File: src/rtl/expr_eval.sv
`default_nettype none
// ============================================================================
//  Module      : expr_eval
//  Description : Streaming evaluator for single-digit ASCII expressions of the
//                form d ( op d )*, op in {'+','*'}, with '*' binding tighter
//                than '+'. One character is consumed per valid cycle; all
//                arithmetic wraps modulo 2^W.
//  Revision    : 1.0 - initial release
// ============================================================================
module expr_eval #(
    parameter int W = 16
) (
    input  logic         clk,
    input  logic         clr,
    input  logic         start,
    input  logic         in_valid,
    input  logic [7:0]   in,
    output logic [W-1:0] result,
    output logic         ok,
    output logic         err
);

    localparam logic [7:0] c_CH_0    = 8'h30;
    localparam logic [7:0] c_CH_9    = 8'h39;
    localparam logic [7:0] c_CH_PLUS = 8'h2B;
    localparam logic [7:0] c_CH_STAR = 8'h2A;

    typedef enum logic [2:0] {
        EXP_FIRST = 3'd0,
        GOT_NUM   = 3'd1,
        GOT_ADD   = 3'd2,
        GOT_MUL   = 3'd3,
        ERR       = 3'd4
    } state_t;

    state_t         r_state;
    logic [W-1:0]   r_sum;
    logic [W-1:0]   r_term;
    logic [W-1:0]   r_result;
    logic           r_ok;
    logic           r_err;

    logic           w_is_digit;
    logic           w_is_plus;
    logic           w_is_star;
    logic [W-1:0]   w_dval;
    logic [W-1:0]   w_prod;
    logic [W-1:0]   w_add_res;
    logic [W-1:0]   w_mul_res;

    // Character classification. For ASCII '0'..'9' the low nibble is the
    // digit value, so no subtraction is needed.
    assign w_is_digit = (in >= c_CH_0) && (in <= c_CH_9);
    assign w_is_plus  = (in == c_CH_PLUS);
    assign w_is_star  = (in == c_CH_STAR);
    assign w_dval     = W'(in[3:0]);

    // Candidate term/result values for the two ways of reaching GOT_NUM
    // after the first operand.
    assign w_prod     = r_term * w_dval;
    assign w_add_res  = r_sum + w_dval;
    assign w_mul_res  = r_sum + w_prod;

    // Parser FSM with registered datapath and flags; ERR freezes everything.
    always_ff @(posedge clk or negedge clr) begin
        if (!clr) begin
            r_state  <= EXP_FIRST;
            r_sum    <= '0;
            r_term   <= '0;
            r_result <= '0;
            r_ok     <= 1'b0;
            r_err    <= 1'b0;
        end else if (start) begin
            r_state  <= EXP_FIRST;
            r_sum    <= '0;
            r_term   <= '0;
            r_result <= '0;
            r_ok     <= 1'b0;
            r_err    <= 1'b0;
        end else if (in_valid) begin
            case (r_state)
                EXP_FIRST: begin
                    if (w_is_digit) begin
                        r_state  <= GOT_NUM;
                        r_sum    <= '0;
                        r_term   <= w_dval;
                        r_result <= w_dval;
                        r_ok     <= 1'b1;
                    end else begin
                        r_state  <= ERR;
                        r_ok     <= 1'b0;
                        r_err    <= 1'b1;
                    end
                end
                GOT_NUM: begin
                    if (w_is_plus) begin
                        r_state  <= GOT_ADD;
                        r_sum    <= r_sum + r_term;
                        r_ok     <= 1'b0;
                    end else if (w_is_star) begin
                        r_state  <= GOT_MUL;
                        r_ok     <= 1'b0;
                    end else begin
                        r_state  <= ERR;
                        r_ok     <= 1'b0;
                        r_err    <= 1'b1;
                    end
                end
                GOT_ADD: begin
                    if (w_is_digit) begin
                        r_state  <= GOT_NUM;
                        r_term   <= w_dval;
                        r_result <= w_add_res;
                        r_ok     <= 1'b1;
                    end else begin
                        r_state  <= ERR;
                        r_ok     <= 1'b0;
                        r_err    <= 1'b1;
                    end
                end
                GOT_MUL: begin
                    if (w_is_digit) begin
                        r_state  <= GOT_NUM;
                        r_term   <= w_prod;
                        r_result <= w_mul_res;
                        r_ok     <= 1'b1;
                    end else begin
                        r_state  <= ERR;
                        r_ok     <= 1'b0;
                        r_err    <= 1'b1;
                    end
                end
                default: begin
                    r_state  <= ERR;
                    r_ok     <= 1'b0;
                    r_err    <= 1'b1;
                end
            endcase
        end
    end

    assign result = r_result;
    assign ok     = r_ok;
    assign err    = r_err;

endmodule
`default_nettype wire

File: config.mk
export PLATFORM = sky130hd
export DESIGN_NAME = expr_eval
export DESIGN_NICKNAME = d
export VERILOG_FILES = /design/src/rtl/expr_eval.sv
export SDC_FILE = /design/constraint.sdc
export NUM_CORES = 1
export LEC_CHECK = 0
export ABC_AREA = 1
export CAP_MARGIN = 20
export CORE_ASPECT_RATIO = 1.1
export CORE_MARGIN = 5
export CORE_UTILIZATION = 35
export DETAILED_ROUTE_END_ITERATION = 10
export HOLD_SLACK_MARGIN = 0.15
export SYNTH_ARGS = -nofsm -noshare
export SYNTH_HDL_FRONTEND = slang
export SYNTH_SLANG_ARGS = --single-unit
File: constraint.sdc
create_clock -name clk -period 5 [get_ports clk]
set_input_delay 0.75 -clock clk [delete_from_list [all_inputs] [get_ports clk]]
set_output_delay 0.75 -clock clk [all_outputs]
set_load 0.005 [all_outputs]
=== Yosys cells after proc, flatten, opt, wreduce, memory -nomap -nowiden ===
Index checks and enable logic that the tools add are counted.

* Register bits after elaboration: 53
* Latch bits: 0
* RAM bits: 0
* Bits in read-only memories: 0
* Bits of input ports: 12
* Output and inout bits: 18
* Word-level logic and storage cells: 68
* Memories kept: 0

* Add/subtract/negate cells: 3
* Multiply operators: 1
* Div/mod/pow operators: 0
* $lt $le $gt $ge: 2
* Equal/unequal tests: 13
* Shift-type cells: 0
* Multiplexer cells: 31
* Bitwise gates (word level): 0
* Reduce and logical (&&, ||, !) cells: 12

{| class="wikitable"
|+ Operators with widths
! operator !! count
|-
| two-way mux 16 bit || 12
|-
| one-hot mux 16 bit (2 select lines) || 2
|-
| one-hot mux 16 bit (3 select lines) || 1
|-
| adder 16 bit || 2
|-
| inequality test 3 bit, second input constant || 7
|-
| adder 16 x 4 -> 16 bit || 1
|-
| == test 8 x 6 -> 1 bit, second input constant || 2
|-
| multiplier 16 x 4 -> 16 bit || 1
|-
| two-way mux 3 bit || 5
|-
| AND reduction 4 bit || 3
|-
| two-way mux 1 bit || 9
|-
| greater-or-equal comparator 8 x 6 -> 1 bit, second input constant || 1
|-
| less-or-equal comparator 8 x 6 -> 1 bit, second input constant || 1
|-
| == test 3 x 2 -> 1 bit, second input constant || 2
|-
| one-hot mux 3 bit (2 select lines) || 1
|-
| nonzero test 3 bit || 2
|-
| AND reduction 5 bit || 1
|-
| nonzero test 4 bit || 1
|-
| == test 3 x 1 -> 1 bit, second input constant || 1
|-
| zero test 3 bit || 1
|-
| inequality test 3 x 1 -> 1 bit, second input constant || 1
|-
| OR reduction 3 bit || 1
|-
| one-hot mux 1 bit (2 select lines) || 1
|-
| nonzero test 2 bit || 1
|-
| other kinds (2) || 2
|}

=== Depth between registers and ports, before layout ===
Gate-level depths: netlist of run 1.

* Depth in word-level cells: 6
* Gate-level depth with buffers: 32
* Mapped depth without buffers: 30

=== Worst setup path after synthesis of run 1 ===
No wires, ideal clock.

* Path type: input -> register
* Start: input port in[3]
* End: register r_result[14], in the netlist result[14]
* Setup time: 0.117 ns
* Arrival time: 4.656 ns
* Required time: 4.883 ns
* Slack: 0.227 ns
* Stages: 28
* Path buffers: 2
* Cells stage by stage: buf_2 > clkbuf_1 > nand2_1 > fa_1 > fa_1 > fa_1 > nor2_1 > o21ai_0 > nand2_1 > nand2_1 > nand2_1 > a21oi_1 > nor2_1 > nor2_1 > nand2_1 > inv_1 > ha_1 > nand2_1 > nor2_1 > nand3_1 > o2111ai_1 > nand2_1 > nand3b_1 > nand4_1 > nand2_1 > nand2_1 > nand3_1 > nand2_1

* Longest elaborated chain between the ends: 6
* Elaborated cells on any way between the ends: 15
* Classes of those cells: add/sub: 2; mul: 1; order compare: 2; eq/ne: 3; mux: 5; reduce/logical: 2

{| class="wikitable"
|+ RTL lines
! element !! line !! text
|-
| from (decl) || 17 || <nowiki>input logic [7:0] in,</nowiki>
|-
| multiplier 16 x 4 -> 16 bit || 60 || <nowiki>assign w_prod = r_term * w_dval;</nowiki>
|-
| adder 16 bit || 62 || <nowiki>assign w_mul_res = r_sum + w_prod;</nowiki>
|-
| two-way mux 16 bit || 122 || <nowiki>if (w_is_digit) begin</nowiki>
|-
| one-hot mux 16 bit (3 select lines) || 81 || <nowiki>case (r_state)</nowiki>
|-
| two-way mux 16 bit || 80 || <nowiki>end else if (in_valid) begin</nowiki>
|-
| two-way mux 16 bit || 73 || <nowiki>end else if (start) begin</nowiki>
|-
| to (signal assigned) || 87 || <nowiki>r_result <= w_dval;</nowiki>
|-
| to (signal assigned) || 113 || <nowiki>r_result <= w_add_res;</nowiki>
|-
| to (signal assigned) || 125 || <nowiki>r_result <= w_mul_res;</nowiki>
|-
| to (decl) || 39 || <nowiki>logic [W-1:0] r_result;</nowiki>
|}

Parallel ways exist; a longest one is shown, timed or not. The select of a mux whose other input is x is not followed.
A chain may end at the register's enable or synchronous reset.

=== Final worst setup path of run 1 ===
* Start: input port in[3]
* End: register r_result[15], in the netlist result[15]

The elaborated chain is that of the path after synthesis.

==> out/qor.txt, run 1 <==
area share of the largest cell type after synthesis = 0.253
Ys Warns = 0
Slew Viols, Final = 0
Synth Area per Inst = 7.10 sq um
EDFF count, synth = 0
clock root buffer = clkbuf_16
clock tree buffer depth = 2
commonest register cell after synthesis = dfrtp_1
worst min-delay path category = flop to flop
Final Skew = 0.00319 ns
CTS tree = done
Remaining DRCs = 0
clk_lat worst skew = 0.29 ns
outcome = complete, no violations
share of cells above drive strength 1 = 0.113
final WL = 13.4 mm
initial core utilization = 0.360
core area = 14,600 sq um
pin count of the biggest net entering global routing = 54
GPL Wtd Cong = 0.910
Setup CP Type = primary input to flop
top post-synthesis cells by area = dfrtp_1 (25%), nand2_1 (15%), ha_1 (11%)
min Tclk post-route = 4.53 ns
Finished Layout Cells = 1,004
Post-DRT Antenna Nets = 0
number of vias per cell = 4.73
CP Data Arrival Time = 4.72 ns
multi-input logic area = 3370 sq um
Nets = 896
slew margin rel. = 0.531
Die X = 127 microns
sequential-to-total area share from yosys stat = 0.253
DR WL/cell = 13.3 microns
Layout area overhead = 21.0%
syn nets = 821
DR iter-0 viols = 253
RSZ-0062 raised after global routing = false
Area after DPL = 6110 sq um
gr usage total = 0.157
# IOs = 30
htree depth = 2
Synth area leader = dfrtp_1
Die H = 138 microns
HPWL after DPL = 10.6 mm
Least-Margin Pin Slew = 0.704 ns
final setup margin = 0.470 ns
Max Cap Violations = 0
Inserted Diodes = 0
FILL cells = 1,492
CP max FO = 7
Hold Fails Final Rpt = 0
startpoint type of the worst setup path = primary input
Worst setup EP type = flop
FF+latch count, synth = 53
DR vias = 4,750
Max IR drop VDD = 0.222 mV
Final Instance Area = 6330 sq um
Final Cycle Share = 0.906
final setup fails = 0
fin util = 0.435
DRT Pass-1 Iters = 4
hold_ws = 0.484 ns
vias in the first global route = 4,874
Place WS = -0.330 ns
Mapped Area = 5240 sq um
Critical Path RT = 5.19 ns
Leak = 3.52 nW
die area = 17,500 sq um
initial antenna violation count = 0
total power = 0.915 mW
total CTS buffers = 5
Unique masters post-synth = 41
clk sinks = 53
FF/Latch Area = 1330 sq um
I/O Buffers = 29
ys async rst share = 1.00
first-pass GRT wire length = 23.3 mm
Post-Place Cells = 996
Max Freq = 0.221 GHz
Reg clk slew, reported paths = 0.07 ns
Syn Inst Count = 737
PwrDens = 144 nW/um^2
setup TNS = 0 ns
FP Rows = 46
total grt overflow = 0
## final timing paths
| path | from | to | slack (ns) | cells past startpoint |
|---|---|---|---|---|
| max in group asynchronous | clr | r_state[1] | 3.94 | 2 |
| worst max-delay path | in[3] | result[15] | 0.47 | 27 |
| min in group asynchronous | clr | result[0] | 0.55 | 2 |
| worst min register to register | ok | ok | 0.48 | 2 |
| worst max register to register | r_term[1] | result[15] | 0.68 | 29 |
| worst min-delay path | ok | ok | 0.48 | 2 |
## per-layer routing
layer	part of all wire	wire, microns	GRT usage
met3	0.017	232	0.0100
met5	0	0	0
met2	0.49	6490	0.271
met1	0.48	6470	0.216
met4	0.012	167	0.0356
## worst max-delay path: stages
cell and delay, ns:
dlymetal6s2s_1 0.16, buf_4 0.18, nand2_1 0.06, inv_1 0.05, fa_1 0.53, inv_1 0.06
fa_1 0.53, inv_1 0.05, ha_1 0.32, buf_4 0.14, nand2_1 0.05, nor2_1 0.17
a21oi_2 0.09, inv_1 0.07, o21ai_0 0.07, a21oi_1 0.28, ha_1 0.32, nand2_1 0.12
nor2_2 0.05, nand3_1 0.09, o2111ai_2 0.11, nand3_1 0.12, nand2_2 0.06, nand2_1 0.07
nand3_1 0.06, nand3_1 0.09, nand2_1 0.05
## sequential cells by signal, indices dropped and copies added, names as in the netlist
signal	count
err	1
r_term	16
ok	1
r_state	3
r_sum	16
result	16
## kinds of logic (layout without fill, tap and decap cells)
| group | count (synthesis) | after routing | share of synthesized area |
|---|---|---|---|
| adder cells (fa/ha/maj) | 72 | 72 | 0.211 |
| AND/OR/NAND/NOR | 300 | 300 | 0.238 |
| buffers and inverters | 153 | 228 | 0.112 |
| XOR/XNOR | 14 | 14 | 0.0234 |
| flip-flops | 53 | 53 | 0.253 |
| AO/OA/AOI/OAI | 145 | 145 | 0.163 |
## where the power goes
group	internal [mW]	switching (mW)
clock network	0.233	0.160
registers	0.433	0.00367
logic	0.0313	0.0536
total	0.697	0.218
## Yosys cell counts, types with 2 or more instances
cell	n
nand2_1	209
inv_1	133
dfrtp_1	53
a21oi_1	52
o21ai_0	48
ha_1	45
nor2_1	43
fa_1	27
nand3_1	24
a22o_1	11
xor2_1	9
o21ai_1	8
buf_2	7
clkbuf_1	6
nand4_1	6
nor3_1	6
o2111ai_1	5
xnor2_1	5
a21o_1	4
inv_2	4
a32o_1	3
nand3b_1	3
o31ai_1	3
a31o_2	2
buf_1	2
nor2_4	2
nor3_2	2
or2_2	2
## placed cells by master, fill, tap and decap left out, types with 3 or more instances in the layout
cell             instances
nand2_1                208
inv_1                  133
dfrtp_1                 53
buf_4                   53
a21oi_1                 49
o21ai_0                 46
ha_1                    44
nor2_1                  39
fa_1                    26
clkdlybuf4s50_1         25
nand3_1                 24
a22o_1                  11
o21ai_1                 10
xor2_1                   9
nor3_1                   6
nand4_1                  6
nor2_2                   5
xnor2_1                  5
clkbuf_16                5
a21oi_2                  4
inv_2                    4
a21o_1                   4
o2111ai_1                3
o31ai_1                  3
a32o_1                   3
nand3b_1                 3
dlymetal6s2s_1           3
## repair_timing
item | in CTS | in global routing
setup buffers | 0 | 1
hold endpoints to repair | 0 | 0
hold buffers | 0 | 0
gates resized for setup | 1 | 16
setup endpoints to repair | 1 | 10
pin swaps | 0 | 7
## layout make-up
type | instances | area share
clock buffer | 5 | 0.0198
clock inverter | 2 | 0.00553
inverter | 138 | 0.0822
multi-input combinational | 531 | 0.533
sequential | 53 | 0.209
tap | 192 | 0.0379
timing repair buffer | 83 | 0.112
No activity file was read; power rests on OpenSTA's default activity.
==> inputs of run 2 (changes only) <==
--- a/config.mk
+++ b/config.mk
@@ -8,10 +8,10 @@
 export ABC_AREA = 1
 export CAP_MARGIN = 20
 export CORE_ASPECT_RATIO = 1.1
-export CORE_MARGIN = 5
 export CORE_UTILIZATION = 35
 export DETAILED_ROUTE_END_ITERATION = 10
 export HOLD_SLACK_MARGIN = 0.15
+export MAX_ROUTING_LAYER = met4
 export SYNTH_ARGS = -nofsm -noshare
 export SYNTH_HDL_FRONTEND = slang
 export SYNTH_SLANG_ARGS = --single-unit
==> out/qor.txt, run 2 (synthesized netlist as in run 1, its figures left out) <==
startpoint type of the worst setup path = primary input
Least-Margin Pin Slew = 0.681 ns
Setup CP Type = primary input to flop
Remaining DRCs = 0
total power = 0.926 mW
clock tree buffer depth = 2
multi-input logic area = 3400 sq um
Layout area overhead = 22.0%
initial antenna violation count = 1
die area = 15,500 sq um
RSZ-0062 raised after global routing = false
CP Data Arrival Time = 4.71 ns
gr usage total = 0.187
Post-DRT Antenna Nets = 0
Worst setup EP type = flop
Leak = 3.53 nW
pin count of the biggest net entering global routing = 54
most frequent cells in the layout = nand2_1 (207), inv_1 (133), dfrtp_1 (53), buf_4 (51), a21oi_1 (48)
Inserted Diodes = 0
htree depth = 2
first-pass GRT wire length = 22.5 mm
HPWL after DPL = 10.7 mm
Critical Path RT = 5.19 ns
clk_lat worst skew = 0.29 ns
Place WS = -0.359 ns
share of cells above drive strength 1 = 0.117
final WL = 13.2 mm
CTS tree = done
Final Skew = 0.00858 ns
DR vias = 4,814
hold_ws = 0.481 ns
Nets = 896
FILL cells = 1,502
Reg clk slew, reported paths = 0.07 ns
Max IR drop VDD = 0.158 mV
CP max FO = 7
outcome = complete, no violations
DR iter-0 viols = 231
worst min-delay path category = flop to flop
final setup fails = 0
Max Freq = 0.221 GHz
GPL Wtd Cong = 0.874
Slew Viols, Final = 0
fin util = 0.440
PwrDens = 145 nW/um^2
vias in the first global route = 4,728
Hold Fails Final Rpt = 0
Die X = 119 microns
most common cell after layout, fill and taps aside = nand2_1
I/O Buffers = 29
initial core utilization = 0.361
DR WL/cell = 13.1 microns
slew margin rel. = 0.546
Final Cycle Share = 0.903
final setup margin = 0.485 ns
FP Rows = 46
# IOs = 30
total CTS buffers = 5
number of vias per cell = 4.79
CTS Hold Bufs = 0
clk sinks = 53
clock root buffer = clkbuf_16
Die H = 130 microns
Max Cap Violations = 0
core area = 14,500 sq um
DRT Pass-1 Iters = 4
FF/Latch Area = 1330 sq um
min Tclk post-route = 4.51 ns
total grt overflow = 0
==> run 2: repair_timing <==
action / 4_1_cts / 5_1_grt
setup buffers: 0 / 0
pin swaps: 2 / 4
setup endpoints to repair: 2 / 10
gates resized for setup: 1 / 24
==> run 2: final cells by class <==
type	instances	area share
clock buffers	7	0.0223
clock inverters	1	0.00470
inverters	138	0.0815
multi-input cells	531	0.532
flip-flops and latches	53	0.208
well taps	192	0.0376
repair buffers	83	0.114
==> run 2: final timing paths <==
| kind | start | to | slack, ns | cells after the start |
|---|---|---|---|---|
| worst max register to register | r_term[1] | result[14] | 0.69 | 28 |
| worst min register to register | result[15] | result[15] | 0.48 | 2 |
| worst max-delay path | in[3] | result[14] | 0.49 | 27 |
| max in group asynchronous | clr | r_term[8] | 3.96 | 2 |
| min in group asynchronous | clr | r_state[2] | 0.58 | 2 |
| worst min-delay path | result[15] | result[15] | 0.48 | 2 |
==> run 2: power breakdown <==
group	total (mW)	internal, mW	switching [mW]
logic	0.0861	0.0326	0.0535
registers	0.437	0.433	0.00404
clock network	0.403	0.250	0.153
total	0.926	0.716	0.210
==> run 2: metal layers <==
metal | share of wire | GRT usage | vias to the layer above
li1 | - | - | 2518
met1 | 0.48 | 0.237 | 2236
met2 | 0.48 | 0.320 | 52
met3 | 0.020 | 0.0184 | 8
met4 | 0.012 | 0.0514 | 0
met5 | 0 | - | -
==> run 2: critical path: stages <==
cell and delay, ns:
dlymetal6s2s_1 0.16, buf_4 0.17, nand2_1 0.06, inv_1 0.06, fa_1 0.52, inv_1 0.05, fa_1 0.53, inv_1 0.04
ha_1 0.31, a21oi_1 0.21, nand2_1 0.10, a31oi_1 0.18, nand2_1 0.08, nand2_1 0.08, nor2_2 0.05, ha_1 0.31
nand2_1 0.07, nor2_1 0.15, nand3_1 0.11, o2111ai_1 0.13, nand2_1 0.10, nand3b_1 0.12, nand4_1 0.11, nand2_1 0.07
nand2_1 0.04, nand3_1 0.06, nand2_1 0.05
==> run 2: through the flow <==
stage	cells	setup TNS, ns	instance area, sq um
after floorplan	737	0	5240
after global placement	997	-1.14	6130
after detailed placement	997	-1.48	6130
after CTS	1005	0	6300
after global routing	1005	0	6390
final	1005	0	6390
